### src/rtl/sdram_burst_tester_if.sv
// Avalon-MM burst bus between the SDRAM burst tester (master) and the memory (slave).
interface sdram_burst_tester_if #(
  parameter int DATA_W  = 64,
  parameter int ADDR_W  = 29,
  parameter int BURST_W = 8
);
  logic [ADDR_W-1:0]   avm_address;
  logic [BURST_W-1:0]  avm_burstcount;
  logic                avm_read;
  logic                avm_write;
  logic [DATA_W-1:0]   avm_writedata;
  logic [DATA_W/8-1:0] avm_byteenable;
  logic                avm_waitrequest;
  logic [DATA_W-1:0]   avm_readdata;
  logic                avm_readdatavalid;

  modport master (
    output avm_address, avm_burstcount, avm_read, avm_write, avm_writedata, avm_byteenable,
    input  avm_waitrequest, avm_readdata, avm_readdatavalid
  );

  modport slave (
    input  avm_address, avm_burstcount, avm_read, avm_write, avm_writedata, avm_byteenable,
    output avm_waitrequest, avm_readdata, avm_readdatavalid
  );
endinterface

### src/rtl/sdram_burst_tester.sv
// SDRAM burst tester: writes an address-derived pattern in Avalon bursts, reads it back
// and counts mismatching beats.
module sdram_burst_tester #(
  parameter int          DATA_W  = 64,
  parameter int          ADDR_W  = 29,
  parameter int          BURST_W = 8,
  parameter int          CNT_W   = 16,
  parameter logic [31:0] SEED    = 32'hA5A5_0000
) (
  input  logic                clk,
  input  logic                rst_n,
  input  logic                start,
  input  logic [1:0]          mode,
  input  logic [ADDR_W-1:0]   base_addr,
  input  logic [CNT_W-1:0]    num_bursts,
  input  logic [BURST_W-1:0]  burst_len,
  sdram_burst_tester_if.master avm,
  output logic                busy,
  output logic                done,
  output logic [CNT_W-1:0]    err_count,
  output logic [ADDR_W-1:0]   first_err_addr,
  output logic [7:0]          leds
);

  typedef enum logic [2:0] {
    IDLE    = 3'd0,
    WR_CMD  = 3'd1,
    WR_DATA = 3'd2,
    RD_CMD  = 3'd3,
    RD_DATA = 3'd4,
    DONE    = 3'd5
  } state_t;

  localparam logic [BURST_W-1:0] ONE_B   = {{(BURST_W-1){1'b0}}, 1'b1};
  localparam logic [BURST_W-1:0] MAX_LEN = {1'b1, {(BURST_W-1){1'b0}}};
  localparam logic [ADDR_W-1:0]  ONE_A   = {{(ADDR_W-1){1'b0}}, 1'b1};
  localparam logic [CNT_W-1:0]   ONE_C   = {{(CNT_W-1){1'b0}}, 1'b1};
  localparam logic [CNT_W-1:0]   ALL1_C  = {CNT_W{1'b1}};

  // Only the low 32 address bits feed the pattern; wider addresses alias.
  function automatic logic [DATA_W-1:0] pattern(input logic [ADDR_W-1:0] a);
    logic [31:0] w;
    w = 32'(a) + SEED;
    return {(DATA_W/32){w}};
  endfunction

  state_t              state_r;
  logic [1:0]          mode_r;
  logic [ADDR_W-1:0]   base_r;
  logic [CNT_W-1:0]    nb_r;
  logic [BURST_W-1:0]  len_r;
  logic [CNT_W-1:0]    burst_idx_r;
  logic [BURST_W-1:0]  beat_r;
  logic [ADDR_W-1:0]   addr_r;
  logic [ADDR_W-1:0]   address_r;
  logic [BURST_W-1:0]  burstcount_r;
  logic                read_r;
  logic                write_r;
  logic [DATA_W-1:0]   wdata_r;
  logic                busy_r;
  logic                done_r;
  logic [CNT_W-1:0]    err_r;
  logic [ADDR_W-1:0]   first_err_r;

  logic [BURST_W-1:0]  len_eff_s;
  logic [ADDR_W-1:0]   beat_addr_s;
  logic [ADDR_W-1:0]   next_addr_s;
  logic                last_beat_s;
  logic                last_burst_s;
  logic                rd_mismatch_s;

  // Effective burst length: zero means one beat, oversize clamps to the maximum.
  always_comb begin
    if (burst_len == {BURST_W{1'b0}}) begin
      len_eff_s = ONE_B;
    end else if (burst_len > MAX_LEN) begin
      len_eff_s = MAX_LEN;
    end else begin
      len_eff_s = burst_len;
    end
  end

  assign beat_addr_s   = addr_r + ADDR_W'(beat_r);
  assign next_addr_s   = addr_r + ADDR_W'(len_r);
  assign last_beat_s   = (beat_r == (len_r - ONE_B));
  assign last_burst_s  = (burst_idx_r == (nb_r - ONE_C));
  assign rd_mismatch_s = (avm.avm_readdata != pattern(beat_addr_s));

  // Test sequencer: owns every bus output and status register.
  always_ff @(posedge clk or negedge rst_n) begin
    if (!rst_n) begin
      state_r      <= IDLE;
      mode_r       <= 2'd0;
      base_r       <= '0;
      nb_r         <= '0;
      len_r        <= '0;
      burst_idx_r  <= '0;
      beat_r       <= '0;
      addr_r       <= '0;
      address_r    <= '0;
      burstcount_r <= '0;
      read_r       <= 1'b0;
      write_r      <= 1'b0;
      wdata_r      <= '0;
      busy_r       <= 1'b0;
      done_r       <= 1'b0;
      err_r        <= '0;
      first_err_r  <= '0;
    end else begin
      case (state_r)
        IDLE: begin
          if (start) begin
            mode_r       <= mode;
            base_r       <= base_addr;
            nb_r         <= num_bursts;
            len_r        <= len_eff_s;
            burst_idx_r  <= '0;
            beat_r       <= '0;
            addr_r       <= base_addr;
            address_r    <= base_addr;
            burstcount_r <= len_eff_s;
            done_r       <= 1'b0;
            err_r        <= '0;
            first_err_r  <= '0;
            if (num_bursts == {CNT_W{1'b0}}) begin
              state_r <= DONE;
              done_r  <= 1'b1;
              busy_r  <= 1'b0;
            end else if (mode == 2'd1 || mode == 2'd2) begin
              state_r <= WR_CMD;
              write_r <= 1'b1;
              wdata_r <= pattern(base_addr);
              busy_r  <= 1'b1;
            end else begin
              state_r <= RD_CMD;
              read_r  <= 1'b1;
              busy_r  <= 1'b1;
            end
          end
        end
        // WR_CMD carries beat 0; both states share the per-beat acceptance logic.
        WR_CMD, WR_DATA: begin
          if (!avm.avm_waitrequest) begin
            if (!last_beat_s) begin
              state_r <= WR_DATA;
              beat_r  <= beat_r + ONE_B;
              wdata_r <= pattern(beat_addr_s + ONE_A);
            end else if (!last_burst_s) begin
              state_r     <= WR_CMD;
              burst_idx_r <= burst_idx_r + ONE_C;
              beat_r      <= '0;
              addr_r      <= next_addr_s;
              address_r   <= next_addr_s;
              wdata_r     <= pattern(next_addr_s);
            end else if (mode_r == 2'd2) begin
              state_r     <= RD_CMD;
              write_r     <= 1'b0;
              read_r      <= 1'b1;
              burst_idx_r <= '0;
              beat_r      <= '0;
              addr_r      <= base_r;
              address_r   <= base_r;
            end else begin
              state_r <= DONE;
              write_r <= 1'b0;
              busy_r  <= 1'b0;
              done_r  <= 1'b1;
            end
          end
        end
        RD_CMD: begin
          if (!avm.avm_waitrequest) begin
            read_r  <= 1'b0;
            beat_r  <= '0;
            state_r <= RD_DATA;
          end
        end
        RD_DATA: begin
          if (avm.avm_readdatavalid) begin
            if (mode_r == 2'd2 && rd_mismatch_s) begin
              if (err_r != ALL1_C) begin
                err_r <= err_r + ONE_C;
              end
              if (err_r == {CNT_W{1'b0}}) begin
                first_err_r <= beat_addr_s;
              end
            end
            if (!last_beat_s) begin
              beat_r <= beat_r + ONE_B;
            end else if (!last_burst_s) begin
              state_r     <= RD_CMD;
              burst_idx_r <= burst_idx_r + ONE_C;
              addr_r      <= next_addr_s;
              address_r   <= next_addr_s;
              read_r      <= 1'b1;
            end else begin
              state_r <= DONE;
              busy_r  <= 1'b0;
              done_r  <= 1'b1;
            end
          end
        end
        DONE: begin
          state_r <= IDLE;
        end
        default: begin
          state_r <= IDLE;
          read_r  <= 1'b0;
          write_r <= 1'b0;
          busy_r  <= 1'b0;
        end
      endcase
    end
  end

  assign avm.avm_address    = address_r;
  assign avm.avm_burstcount = burstcount_r;
  assign avm.avm_read       = read_r;
  assign avm.avm_write      = write_r;
  assign avm.avm_writedata  = wdata_r;
  assign avm.avm_byteenable = {(DATA_W/8){1'b1}};

  assign busy           = busy_r;
  assign done           = done_r;
  assign err_count      = err_r;
  assign first_err_addr = first_err_r;
  assign leds           = {(err_r != {CNT_W{1'b0}}), done_r, busy_r, burst_idx_r[4:0]};

endmodule

### src/flat_wrapper.sv
// flat-port wrapper written by rule: the top's interface ports become plain ports
module sdram_burst_tester_flat 
#(
  parameter int          DATA_W  = 64,
  parameter int          ADDR_W  = 29,
  parameter int          BURST_W = 8,
  parameter int          CNT_W   = 16,
  parameter logic [31:0] SEED    = 32'hA5A5_0000
)
  (clk, rst_n, start, mode, base_addr, num_bursts, burst_len, busy, done, err_count, first_err_addr, leds, avm_avm_address, avm_avm_burstcount, avm_avm_read, avm_avm_write, avm_avm_writedata, avm_avm_byteenable, avm_avm_waitrequest, avm_avm_readdata, avm_avm_readdatavalid);
  sdram_burst_tester_if #(.DATA_W(DATA_W), .ADDR_W(ADDR_W), .BURST_W(BURST_W)) avm_i ();
  input  logic clk;
  input  logic rst_n;
  input  logic start;
  input  logic [1:0] mode;
  input  logic [ADDR_W-1:0] base_addr;
  input  logic [CNT_W-1:0] num_bursts;
  input  logic [BURST_W-1:0] burst_len;
  output logic busy;
  output logic done;
  output logic [CNT_W-1:0] err_count;
  output logic [ADDR_W-1:0] first_err_addr;
  output logic [7:0] leds;
  output wire logic [$bits(avm_i.avm_address)-1:0] avm_avm_address;
  output wire logic [$bits(avm_i.avm_burstcount)-1:0] avm_avm_burstcount;
  output wire logic [$bits(avm_i.avm_read)-1:0] avm_avm_read;
  output wire logic [$bits(avm_i.avm_write)-1:0] avm_avm_write;
  output wire logic [$bits(avm_i.avm_writedata)-1:0] avm_avm_writedata;
  output wire logic [$bits(avm_i.avm_byteenable)-1:0] avm_avm_byteenable;
  input wire logic [$bits(avm_i.avm_waitrequest)-1:0] avm_avm_waitrequest;
  input wire logic [$bits(avm_i.avm_readdata)-1:0] avm_avm_readdata;
  input wire logic [$bits(avm_i.avm_readdatavalid)-1:0] avm_avm_readdatavalid;
  assign avm_avm_address = avm_i.avm_address;
  assign avm_avm_burstcount = avm_i.avm_burstcount;
  assign avm_avm_read = avm_i.avm_read;
  assign avm_avm_write = avm_i.avm_write;
  assign avm_avm_writedata = avm_i.avm_writedata;
  assign avm_avm_byteenable = avm_i.avm_byteenable;
  assign avm_i.avm_waitrequest = avm_avm_waitrequest;
  assign avm_i.avm_readdata = avm_avm_readdata;
  assign avm_i.avm_readdatavalid = avm_avm_readdatavalid;
  sdram_burst_tester #(.DATA_W(DATA_W), .ADDR_W(ADDR_W), .BURST_W(BURST_W), .CNT_W(CNT_W), .SEED(SEED)) u_core (.clk(clk), .rst_n(rst_n), .start(start), .mode(mode), .base_addr(base_addr), .num_bursts(num_bursts), .burst_len(burst_len), .avm(avm_i), .busy(busy), .done(done), .err_count(err_count), .first_err_addr(first_err_addr), .leds(leds));
endmodule
### config.mk
export PLATFORM = sky130hd
export DESIGN_NAME = sdram_burst_tester_flat
export DESIGN_NICKNAME = d
export VERILOG_FILES = /design/src/rtl/sdram_burst_tester_if.sv /design/src/rtl/sdram_burst_tester.sv /design/src/flat_wrapper.sv
export SDC_FILE = /design/constraint.sdc
export NUM_CORES = 1
export LEC_CHECK = 0
export ABC_AREA = 0
export CORE_ASPECT_RATIO = 0.7
export CORE_MARGIN = 10
export CORE_UTILIZATION = 45
export DETAILED_ROUTE_END_ITERATION = 7
export GPL_TIMING_DRIVEN = 1
export PLACE_DENSITY = 0.71
export SLEW_MARGIN = 25
export SYNTH_ARGS = -nofsm -noshare
export SYNTH_HDL_FRONTEND = slang
export SYNTH_SLANG_ARGS = --single-unit
### constraint.sdc
create_clock -name clk -period 7.03 [get_ports clk]
set_clock_uncertainty 0.1 [all_clocks]
set_input_delay 0.703 -clock clk [delete_from_list [all_inputs] [get_ports clk]]
set_output_delay 0.703 -clock clk [all_outputs]
set_load 0.03 [all_outputs]
==> impl_metrics.yaml, run 1 <==
status:
  status: "complete, no violations"
logic_synthesis:
  synth.most_common_cell: "dfrtp_1"
  synth_top_area_share_pct: 32.0
  yosys_warnings: 0
  async_flop_share_pct: 100
  synth_edf_count: 0
  ys_ff_latch: 192
  synthFlopType: "dfrtp_1"
  yosys.area.top_type: "dfrtp_1"
  syn_avg_cell_area_um2: 8.43
  synth_cells: 1778
  synth_commonest_cells: "dfrtp_1 (192), nand2_1 (183), nor2_1 (158), o21ai_0 (133), clkbuf_1 (78)"
  ys_top_cells_by_area: "dfrtp_1 (32%), nand2_1 (4.6%), o21ai_0 (4.4%)"
  ys_seq_area_share_pct: 32.0
  syn-cell-area_um2: 15000
  ys_types: 103
placed_design:
  portBuffers: 281
  dp_hpwl_mm: 43.4
  gp_congestion: 0.958
  place_inst: 2357
timing:
  slew_headroom_pct: 29.1
  min_period_ns: 6.36
  max_freq_mhz: 157
  tns_ns: 0
  tightest_slew_ns: 1.05
  slew_violations: 0
  rsz0062_at_grt: "no"
  setup_violations: 0
  whs_ns: 0.122
  finalCritPeriodShare_pct: 90.5
  final_hold_viol_count: 0
clock_network:
  clk_pin_slew_worst_paths_ns: 0.08
  cts_buffers: 17
  clkLatencyLatePin_ns: 0.46
  clockBufferDepth: 2
  cts_resized: 0
  cts_tree: "done"
  clock_sinks: 192
  postCtsHoldBufs: 0
  clock-root-buffer: "clkbuf_16"
  h-tree-depth: 4
  postCtsSetupBuffers: 0
final_layout:
  register_area_um2: 4800
  drive_above_1_share_pct: 9.07
  nets: 2100
  multiInputGateArea_um2: 9280
  syn_to_final_growth_pct: 22.1
  fillers: 2942
  fin_cells: 2390
die:
  dieArea_um2: 41100
  core-area_um2: 32600
  num_io_pins: 290
  die_y_um: 173
  die-width_um: 238
  num_rows: 55
  start_util_pct: 46.0
hold_path:
  min_path_type: "in -> async"
critical_path:
  path_cells: "ha_1 -> fa_1 -> a211oi_2 -> o211a_2 -> nor3_2 -> xnor2_2 -> inv_1 -> ha_1 -> nor3_1 -> o22ai_1 -> a211oi_1 -> o2111a_1 -> o311ai_0 -> a2111oi_2 -> o2111ai_1 -> nor4_1 -> nand4b_1 -> nor4_1 -> nand3b_1 -> buf_4 -> mux2_1"
  cp-end-kind: "flop"
  slowest_delay_ns: 0.46
  critPathTopFamily: "compound AO/OA/AOI/OAI gates"
  worstPathMaxFanout: 29
  worst-path-buf-inv: 2
  crit_type: "reg -> reg"
  start_kind: "flop"
  crit_arrival_ns: 6.60
  cpMaxStageDelayCell: "dfrtp_1"
  cp.required_ns: 7.27
grt:
  global_route.usage.total_pct: 26.3
  grt_pass1_wl_mm: 85.6
  grt_pass1_vias: 14189
  grt_start_max_net_pins: 76
  overflow: 0
  antenna_found_initial: 3
routing:
  viasPerCell: 6.19
  drtIter0Drc: 1738
  route.detailed.drc: 0
  post_drt_wl_per_cell_um: 23.2
  postRouteAntennaNets: 0
  vias: 14797
  wirelength_mm: 55.5
  first_pass_iters: 6
power:
  ir_worst_vdd_uv: 254
  power_frac_clock_pct: 11.0
  p_seq_share_pct: 23.7
  power_leakage_nw: 7.28
  power_frac_comb_pct: 65.3
  power.switching_w: 0.00471
  p_int_w: 0.00418
  sw_frac_of_total_pct: 53.0
  powerDensity_nw_per_um2: 486
  power_w: 0.00889
run:
  cap_violations: 0
==> stage by stage <==
stage | setup WS (ns) | area (um^2) | util, %
after CTS | 0.784 | 18300 | 56.1
after global routing | 0.298 | 18300 | 56.1
after detailed placement | 0.806 | 17700 | 54.4
after global placement | 1.01 | 17700 | 54.4
after floorplan | 1.90 | 15000 | -
final | 0.668 | 18300 | 56.1
==> final timing paths <==
| check | to | slack [ns] | start | depth (start not counted) |
|---|---|---|---|---|
| hold / removal | u_core.nb_r[6] | 0.12 | rst_n | 1 |
| setup reg to reg | u_core.first_err_addr[14] | 0.67 | u_core.beat_r[0] | 21 |
| max in group asynchronous | u_core.first_err_addr[3] | 5.35 | rst_n | 2 |
| min in group clk | u_core.base_r[17] | 0.40 | u_core.base_r[17] | 2 |
| hold reg to reg | u_core.base_r[17] | 0.40 | u_core.base_r[17] | 2 |
| setup / recovery | u_core.first_err_addr[14] | 0.67 | u_core.beat_r[0] | 21 |
==> power groups by stage <==
stage | sequential (W) | combinational, W | clock [W]
5_1_grt | 0.00217 | 0.00624 | 0.00104
3_5_place_dp | 0.00211 | 0.00571 | 0
4_1_cts | 0.00209 | 0.00573 | 0.000989
3_3_place_gp | 0.00209 | 0.00563 | 0
6_report | 0.00211 | 0.00580 | 0.000980
2_1_floorplan | 0.00230 | 0.00360 | 0
==> cells in the final DEF, fill, tap and decap left out, types with 50 or more instances in the layout <==
master,n
clkdlybuf4s50_1,280
nor2_1,157
nand2_1,180
mux2i_1,54
xnor2_1,69
mux2_2,51
nand3_1,63
a21oi_1,65
dfrtp_1,192
o21ai_0,133
and3_1,50
==> final cells by class <==
class                      instances  area share [%]
antenna                            1          0.0137
timing repair buffer             303            16.3
sequential                       192            26.2
multi-input combinational       1398            50.7
inverter                          37           0.759
clock buffer                      21            2.57
tap                              427            2.92
clock inverter                    11           0.547
==> flip-flops by register name, summed over array words and instances (netlist names), 2 cells and up <==
register	count
u_core.addr_r	29
u_core.mode_r	2
u_core.beat_r	8
u_core.nb_r	16
u_core.first_err_addr	29
u_core.err_count	16
u_core.burst_idx_r	16
u_core.base_r	29
u_core.state_r	3
u_core.avm.avm_writedata	32
u_core.avm.avm_burstcount	8
==> layer usage <==
metal  GRT usage [%]  wire length, um  vias to the layer above
li1                -                -                     6805
met1            35.9            24200                     7193
met2            39.4            24400                      728
met3            8.05             5640                       67
met4            6.68             1220                        4
met5               0               21                        -
==> logic make-up after synthesis <==
group	synth area share (%)
buffers and inverters	6.54
muxes	8.48
DFF	32.0
AOI/OAI and AO/OA	20.5
and+or+nand+nor	23.7
xor gates and xnor gates	6.28
adders and majority gates	2.35
other	0.0250
No activity file was read; power rests on OpenSTA's default activity.
==> run 2: changes to the inputs <==
--- a/config.mk
+++ b/config.mk
@@ -11,7 +11,8 @@
 export CORE_UTILIZATION = 45
 export DETAILED_ROUTE_END_ITERATION = 7
 export GPL_TIMING_DRIVEN = 1
-export PLACE_DENSITY = 0.71
+export MAX_ROUTING_LAYER = met4
+export PLACE_DENSITY = 0.74
 export SLEW_MARGIN = 25
 export SYNTH_ARGS = -nofsm -noshare
 export SYNTH_HDL_FRONTEND = slang
==> constraint.sdc (replaced) <==
create_clock -name clk -period 5.4 [get_ports clk]
set_clock_uncertainty 0.1 [all_clocks]
set_input_delay 0.54 -clock clk [delete_from_list [all_inputs] [get_ports clk]]
set_output_delay 0.54 -clock clk [all_outputs]
set_load 0.03 [all_outputs]
==> run 2 against run 1 <==
Flip-flop and latch count unchanged. Clock power up 35%. Combinational power up 41%. Critical endpoint is now u_core.first_err_addr[26]. Largest power group unchanged. Highest routed layer is now met4.
==> impl_metrics.yaml, run 2 (synthesis gave the netlist of run 1 again) <==
status:
  status: "complete, no violations"
routing:
  post_drt_wl_per_cell_um: 23.1
  vias: 15178
  met3_length_mm: 4.83
  wl_met1_mm: 25.4
  route.detailed.drc: 0
  wl_met2_mm: 25.5
  first_pass_iters: 6
  wirelength_mm: 56.8
  postRouteAntennaNets: 0
  viasPerCell: 6.16
  routed.top_layer: "met4"
  drtIter0Drc: 1721
clock_network:
  cts_buffers: 17
  h-tree-depth: 4
  clock_sinks: 192
  clk_pin_slew_worst_paths_ns: 0.08
  clock-root-buffer: "clkbuf_16"
  clockBufferDepth: 2
  cts_tree: "done"
  postCtsHoldBufs: 0
  clkLatencyLatePin_ns: 0.47
critical_path:
  start_kind: "flop"
  cp.required_ns: 5.66
  path_cells: "ha_2 -> fa_2 -> a211oi_4 -> o211a_4 -> nor3_2 -> xnor2_2 -> inv_2 -> ha_4 -> and3_1 -> o22ai_1 -> a211oi_2 -> o2111a_1 -> o311ai_4 -> a2111oi_4 -> o2111ai_1 -> nor4_1 -> nand4b_1 -> nor4_2 -> nand3b_1 -> buf_6 -> buf_12 -> mux2_1"
  worst-path-buf-inv: 3
  cpMaxStageDelayCell: "dfrtp_1"
  critPathTopFamily: "compound AO/OA/AOI/OAI gates"
  cp_num_cells: 22
  crit_arrival_ns: 5.49
  rrSetupSlack_ns: 0.17
  worstPathMaxFanout: 8
  slowest_delay_ns: 0.38
  cp-end-kind: "flop"
  worstRegToRegCells: 22
  crit_type: "reg -> reg"
power:
  powerDensity_nw_per_um2: 634
  power_leakage_nw: 7.68
  ir_worst_vdd_uv: 346
grt:
  antenna_found_initial: 2
  grt_start_max_net_pins: 97
  grt_pass1_wl_mm: 88.6
  global_route.usage.total_pct: 27.8
  overflow: 0
  grt_pass1_vias: 14589
placed_design:
  dp_slack_ns: -0.164
  portBuffers: 281
  placed_cell_area_um2: 18300
  dp_hpwl_mm: 44.0
  gp_congestion: 0.980
run:
  cap_violations: 0
timing:
  tns_ns: 0
  min_period_ns: 5.23
  tightest_slew_ns: 1.08
  max_freq_mhz: 191
  finalCritPeriodShare_pct: 96.8
  whs_ns: 0.0274
  final_hold_viol_count: 0
  slew_violations: 0
  slew_headroom_pct: 28.1
  setup_slack_ns: 0.173
  setup_violations: 0
die:
  dieArea_um2: 41100
  num_io_pins: 290
  start_util_pct: 46.0
  core-area_um2: 32600
  die-width_um: 238
  num_rows: 55
  die_y_um: 173
final_layout:
  layout_commonest_cell: "clkdlybuf4s50_1"
  layout_common_cells: "clkdlybuf4s50_1 (280), dfrtp_1 (192), nand2_1 (181)"
  drive_above_1_share_pct: 13.5
  syn_to_final_growth_pct: 27.3
  fin_area_um2: 19100
  nets: 2174
  largest_reg_flops: 32
  finalCoreUtilization_pct: 58.5
hold_path:
  min_path_type: "in -> async"
## run 2: what timing repair did
item / 4_1_cts / 5_1_grt
cloned: 2 / 0
endpoints found under the setup margin: 34 / 48
pin swaps: 8 / 16
gates resized for setup: 5 / 28
hold endpoints to repair: 0 / 0
setup buffers: 4 / 1
## run 2: area by class of cell
class	count	area (um^2)
Multi-Input combinational cell	1398	9420
Antenna cell	2	5.00
Sequential cell	192	4800
Clock buffer	18	439
Fill cell	2925	13500
Inverter	37	139
Clock inverter	14	149
Tap cell	427	534
Timing Repair Buffer	377	3610
## run 2: report_power, final
group | switching [W] | internal [W] | total (W)
combinational | 0.00503 | 0.00314 | 0.00817
clock | 0.000653 | 0.000664 | 0.00132
sequential | 0.000625 | 0.00200 | 0.00262
## run 2: through the flow
stage | cells | power, W
CTS | 2462 | 0.0119
global placement | 2424 | 0.0103
floorplan | 1785 | 0.00768
finish | 2465 | 0.0121
global route | 2465 | 0.0128
detailed placement | 2424 | 0.0105
## run 2: final timing paths
check,endpoint,from
max in group asynchronous,u_core.state_r[1],rst_n
hold / removal,u_core.nb_r[2],rst_n
setup reg to reg,u_core.first_err_addr[26],u_core.beat_r[0]
hold reg to reg,u_core.first_err_addr[22],u_core.first_err_addr[22]
min in group clk,u_core.first_err_addr[22],u_core.first_err_addr[22]
setup / recovery,u_core.first_err_addr[26],u_core.beat_r[0]
## run 2: per-layer routing
layer	global-route usage, %	up-vias
li1	-	6976
met1	37.8	7403
met2	41.8	738
met3	5.48	61
met4	6.50	0
met5	-	-
==> RTL edit 1 (settings of run 1) <==
Put a register stage on the output `leds`, without a reset. The value now appears one clock later. The other outputs are not delayed to match.
--- a/src/rtl/sdram_burst_tester.sv
+++ b/src/rtl/sdram_burst_tester.sv
@@ -226,3 +226,5 @@
   assign first_err_addr = first_err_r;
-  assign leds           = {(err_r != {CNT_W{1'b0}}), done_r, busy_r, burst_idx_r[4:0]};
+  always_ff @(posedge clk) begin
+    leds <= {(err_r != {CNT_W{1'b0}}), done_r, busy_r, burst_idx_r[4:0]};
+  end
 
Check against the original RTL: not equivalent (Yosys sat finds a counterexample within 4 cycles, from zero or initial values and one cycle with rst_n low).
==> RTL edit 1 against run 1 <==
  * Synthesized area shrank 4.5%
  * Design area decreased by 2.6%
  * Combinational power is 14% lower
  * Total power decreased by 8.1%
  * Routed wire length fell by 8.4%
  * Sequential cell count is 8 higher
  * Worst setup slack worse by 170 ps
  * Non-clock buffer count grew 1
  * Largest power group unchanged
==> RTL edit 1: results (changes against run 1) <==
Drt
  – Residual DRC count: 0 (unchanged)
  – Vias per inst: 6.11 (was 6.19)
  – DRT Wirelength: 50.9 mm (was 55.5 mm)
  – Initial DRC count: 1694 (was 1738)
  – DR pass1 iterations: 8 (was 6)

Clocking
  – Max clock buf depth: 2 (unchanged)
  – Post-CTS setup buffer count: 0 (unchanged)
  – Clock Latency Late Sink: between 400 and 500 ps
  – Clock root cell: clkbuf_16 (unchanged)
  – H-tree levels: 4 (unchanged)
  – Resized Gates After CTS: 0 (unchanged)
  – Clock-pin slew on the worst setup and hold paths: 80 ps (about the same)
  – Cts bufs inserted: 17 (unchanged)

Worst setup path
  – Worst r2r src: u_core.beat_r[0] (unchanged)
  – Worst R2R Setup Slack: 500 ps (was 670 ps)
  – Worst-path fanout max: 29 (unchanged)
  – Capture point of the worst reg-to-reg path: u_core.first_err_addr[6] (was u_core.first_err_addr[14])
  – CP arrival: 6830 ps (was 6600 ps)
  – R2R cell count: 18 (was 21)

Final layout
  – Post-layout net count: 2009 (was 2100)
  – Largest register FFs: 32 (unchanged)
  – Ant. Diodes: 0 (was 1)
  – Proportion of layout cells with a drive suffix above 1: 9.09% (was 9.07%)
  – # fillers: 2789 (was 2942)

GRT
  – Vias in the first global route: 13200 (was 14200)
  – Largest net degree at the start of global routing: 108 (was 76)
  – Initial antenna violation count: 2 (was 3)
  – First-pass GRT wire length: 77.3 mm (was 85.6 mm)
  – Gr usage total: 24.9% (was 26.3%)

Placed design
  – Count of input and output buffers: 281 (unchanged)
  – Place WS: 611 ps (was 806 ps)
  – HPWL after detailed placement: 39.0 mm (was 43.4 mm)
  – Routability Congestion: 0.962 (was 0.958)

Pwr
  – VDD IR max: 251 µV (was 254 µV)
  – P_leak: 0.00711 µW (was 0.00728 µW)

Timing
  – Worst slew pin tran: 1030 ps (was 1050 ps)

Synthesis
  – Yosys warns: 0 (unchanged)
  – Synth cell types: 101 (was 103)
  – Async SR Flop Fraction: 96.0% (was 100%)
  – Register area share after synthesis: 34.7% (was 32.0%)
  – Post-synth top cells: 192 x dfrtp_1, 163 x nand2_1, 158 x nor2_1 (was 192 x dfrtp_1, 183 x nand2_1, 158 x nor2_1)
  – Largest cells by area after synthesis: dfrtp_1 34%, xnor2_1 4.6%, nand2_1 4.3% (was dfrtp_1 32%, nand2_1 4.6%, o21ai_0 4.4%)

Worst hold path
  – Hold Path Class: in2async (unchanged)

Status
  – Status: finished clean (unchanged)
[RTL edit 1: cell families (layout without fill, tap and decap cells)]
kind of cell	Yosys count	count (layout)	share of synthesized area [%]
simple gates	604	604	20.7
compound gates	462	462	22.8
flops	200	200	34.7
buf+inv	167	370	5.86
xor+xnor	126	126	7.94
mux	73	73	5.55
fa+ha+maj	28	28	2.53
other cells	1	8	0.0262
[RTL edit 1: worst max-delay path by stage]
| stage | startpoint | end | slack (ps) | depth (start not counted) |
|---|---|---|---|---|
| 3_3_place_gp | u_core.beat_r[0] | u_core.first_err_addr[5] | 870 | 18 |
| 5_1_grt | u_core.beat_r[0] | u_core.err_count[6] | 180 | 18 |
| 2_1_floorplan | u_core.addr_r[0] | u_core.first_err_addr[21] | 1840 | 19 |
| 4_1_cts | u_core.beat_r[0] | u_core.first_err_addr[17] | 600 | 18 |
| 3_5_place_dp | u_core.beat_r[0] | u_core.first_err_addr[16] | 610 | 18 |
| 6_report | u_core.beat_r[0] | u_core.first_err_addr[6] | 500 | 18 |
[RTL edit 1: cell type report]
| type | instances | area [µm²] | area share [%] |
|---|---|---|---|
| flip-flops and latches | 200 | 4960 | 27.8 |
| well taps | 420 | 526 | 2.95 |
| clock inverters | 14 | 206 | 1.16 |
| inverters | 34 | 128 | 0.715 |
| multi-input cells | 1301 | 8590 | 48.1 |
| clock buffers | 18 | 439 | 2.46 |
| repair buffers | 304 | 2990 | 16.8 |
[RTL edit 1: worst max-delay path, stage by stage, from the launching register on]
cell and delay (ps):
dfrtp_1 470, ha_1 260, fa_1 420, a211oi_2 430
o211ai_2 270, nand3_1 170, xor2_1 340, inv_1 170
ha_1 390, or3_1 380, a221oi_1 290, o2111ai_1 220
nor4_1 340, o2111ai_1 270, a2111oi_0 680, nand4_2 400
nand3b_2 240, a22o_4 380, a22o_1 210
[RTL edit 1: report_power, final]
group	switching [µW]	leakage, µW	total [µW]	internal, µW
combinational	3060	0.00428	4980	1920
clock	494	0.000312	1110	615
sequential	532	0.00251	2080	1550
total	4090	0.00711	8170	4080
[RTL edit 1: through the flow]
step,hold WS (ps),std cells,util (%),power [µW],area [µm²]
CTS,304,2291,57.0,8130,17800
global route,342,2291,57.0,8680,17800
floorplan,307,1668,-,5400,14400
global placement,322,2259,55.0,6900,17200
detailed placement,320,2259,55.0,7000,17200
finish,279,2291,57.0,8170,17800
[RTL edit 1: layer usage]
layer | up-vias | global-route usage [%] | share of wire, %
met1 | 6848 | 34.5 | 44
met3 | 49 | 6.97 | 9.7
met2 | 646 | 38.0 | 45
met5 | - | 0 | 0.045
met4 | 4 | 4.84 | 1.3
li1 | 6452 | - | -
==> RTL edit 2 (config.mk and constraints of run 1) <==
Without the edit above. `ADDR_W` is set to 29 in 3 places; all go to 58.
--- a/src/rtl/sdram_burst_tester_if.sv
+++ b/src/rtl/sdram_burst_tester_if.sv
@@ -3,3 +3,3 @@
   parameter int DATA_W  = 64,
-  parameter int ADDR_W  = 29,
+  parameter int ADDR_W  = 58,
   parameter int BURST_W = 8
--- a/src/rtl/sdram_burst_tester.sv
+++ b/src/rtl/sdram_burst_tester.sv
@@ -4,3 +4,3 @@
   parameter int          DATA_W  = 64,
-  parameter int          ADDR_W  = 29,
+  parameter int          ADDR_W  = 58,
   parameter int          BURST_W = 8,
--- a/src/flat_wrapper.sv
+++ b/src/flat_wrapper.sv
@@ -4,3 +4,3 @@
   parameter int          DATA_W  = 64,
-  parameter int          ADDR_W  = 29,
+  parameter int          ADDR_W  = 58,
   parameter int          BURST_W = 8,
Ports: changed (resized avm_avm_address, base_addr and first_err_addr); port bits go from 290 to 377. No check against the original RTL was run, so the function may have changed too.
==> RTL edit 2 against run 1 <==
  * Largest cell class unchanged
  * Critical endpoint is now u_core.first_err_addr[50]
  * Routed wire length up 54%
  * Total power up 44%
  * Sequential cell count up 87
  * Worst setup slack worse by 37 ps
  * Synthesized area up 31%
  * Design area up 34%
  * Sequential power up 46%
  * Via count up 40%
==> RTL edit 2: results (changes against run 1) <==
Synthesis
  – Mapped Cells: 2482 (was 1778)
  – Synth cell types: 93 (was 103)
  – Async SR Flop Fraction: 100% (unchanged)
  – Yosys warns: 0 (unchanged)
  – Post-synth top cells: 458 x nand2_1, 279 x dfrtp_1, 235 x o21ai_0 (was 192 x dfrtp_1, 183 x nand2_1, 158 x nor2_1)
  – Register area share after synthesis: 35.6% (was 32.0%)
  – Largest cells by area after synthesis: dfrtp_1 36%, nand2_1 8.8%, o21ai_0 6.0% (was dfrtp_1 32%, nand2_1 4.6%, o21ai_0 4.4%)

GRT
  – Vias in the first global route: 19500 (was 14200)
  – Gr usage total: 31.3% (was 26.3%)
  – Initial antenna violation count: 9 (was 3)
  – First-pass GRT wire length: 128 mm (was 85.6 mm)
  – Largest net degree at the start of global routing: 111 (was 76)

Placed design
  – Placed Instances: 3282 (was 2357)
  – Routability Congestion: 1.01 (was 0.958)
  – Count of input and output buffers: 368 (was 281)
  – HPWL after detailed placement: 65.3 mm (was 43.4 mm)

Worst hold path
  – Hold Path Class: in2async (unchanged)

Clocking
  – Cts bufs inserted: 34 (was 17)
  – Max clock buf depth: 3 (was 2)
  – Clock-pin slew on the worst setup and hold paths: approximately 70 ps
  – Post-CTS setup buffer count: 0 (unchanged)
  – Clock Latency Late Sink: 550 ps (was 460 ps)
  – H-tree levels: 2 (was 4)

Pwr
  – VDD IR max: 342 µV (was 254 µV)
  – Comb pwr: 7850 µW (was 5800 µW)
  – Power share of the clock group: 14.7% (was 11.0%)
  – P_leak: 0.00997 µW (was 0.00728 µW)
  – Sw Share: 53.7% (was 53.0%)

Worst setup path
  – Worst-path fanout max: 58 (was 29)
  – Worst R2R Setup Slack: 630 ps (was 670 ps)
  – Worst setup endpoint: u_core.first_err_addr[50] (was u_core.first_err_addr[14])
  – CP arrival: 6700 ps (was 6600 ps)
  – Crit path from: u_core.addr_r[7] (was u_core.beat_r[0])
  – Worst path max stage delay: 570 ps (was 460 ps)
  – Top Family by Delay on Critical Path: simple AND/OR/NAND/NOR gates (was compound AO/OA/AOI/OAI gates)
  – Slowest CP cell: nor3_1 (was dfrtp_1)

Drt
  – DRT Wirelength: 85.7 mm (was 55.5 mm)
  – Initial DRC count: 2809 (was 1738)
  – Vias per inst: 6.18 (was 6.19)
  – DR pass1 iterations: 6 (unchanged)
  – Vias: 20700 (was 14800)

Timing
  – Worst relative slew slack: 23.6% (was 29.1%)

Final layout
  – Post-layout net count: 2915 (was 2100)
  – # fillers: 4023 (was 2942)
  – Proportion of layout cells with a drive suffix above 1: 5.91% (was 9.07%)

Status
  – Status: finished clean (unchanged)
-- RTL edit 2: cell families (layout without fill, tap and decap cells) --
| logic type | after synthesis | in the layout | synth area share, % |
|---|---|---|---|
| AO/OA/AOI/OAI | 654 | 654 | 21.0 |
| XOR/XNOR | 179 | 179 | 8.21 |
| adder cells (fa/ha/maj) | 31 | 31 | 2.03 |
| buffers and inverters | 236 | 504 | 5.80 |
| flip-flops | 279 | 279 | 35.6 |
| multiplexers | 41 | 41 | 2.13 |
| other | 1 | 9 | 0.0191 |
| AND/OR/NAND/NOR | 1061 | 1061 | 25.3 |
-- RTL edit 2: area by class of cell --
type	instances	area, µm²	area share, %
diodes	1	2.50	0.0102
clock buffers	41	917	3.73
clock inverters	19	259	1.05
inverters	44	165	0.671
multi-input cells	1974	11600	47.1
flip-flops and latches	279	6980	28.4
well taps	585	732	2.97
repair buffers	400	3950	16.1
-- RTL edit 2: metrics by stage --
stage | total power [µW] | hold slack (ps) | util, % | setup WS, ps | area [µm²]
3_3_place_gp | 10600 | 350 | 54.8 | 842 | 23400
4_1_cts | 12600 | 176 | 57.6 | 833 | 24600
5_1_grt | 13500 | 174 | 57.6 | 284 | 24600
6_report | 12800 | 102 | 57.6 | 631 | 24600
3_5_place_dp | 10700 | 356 | 54.8 | 938 | 23400
2_1_floorplan | 7720 | 307 | - | 1920 | 19700
-- RTL edit 2: metal layers --
metal / vias to the layer above / share of wire, % / global-route usage, %
li1: 9264 / - / -
met1: 10100 / 44 / 45.2
met2: 1217 / 40 / 43.5
met3: 109 / 13 / 12.1
met4: 10 / 1.7 / 5.42
met5: - / 0.083 / 0
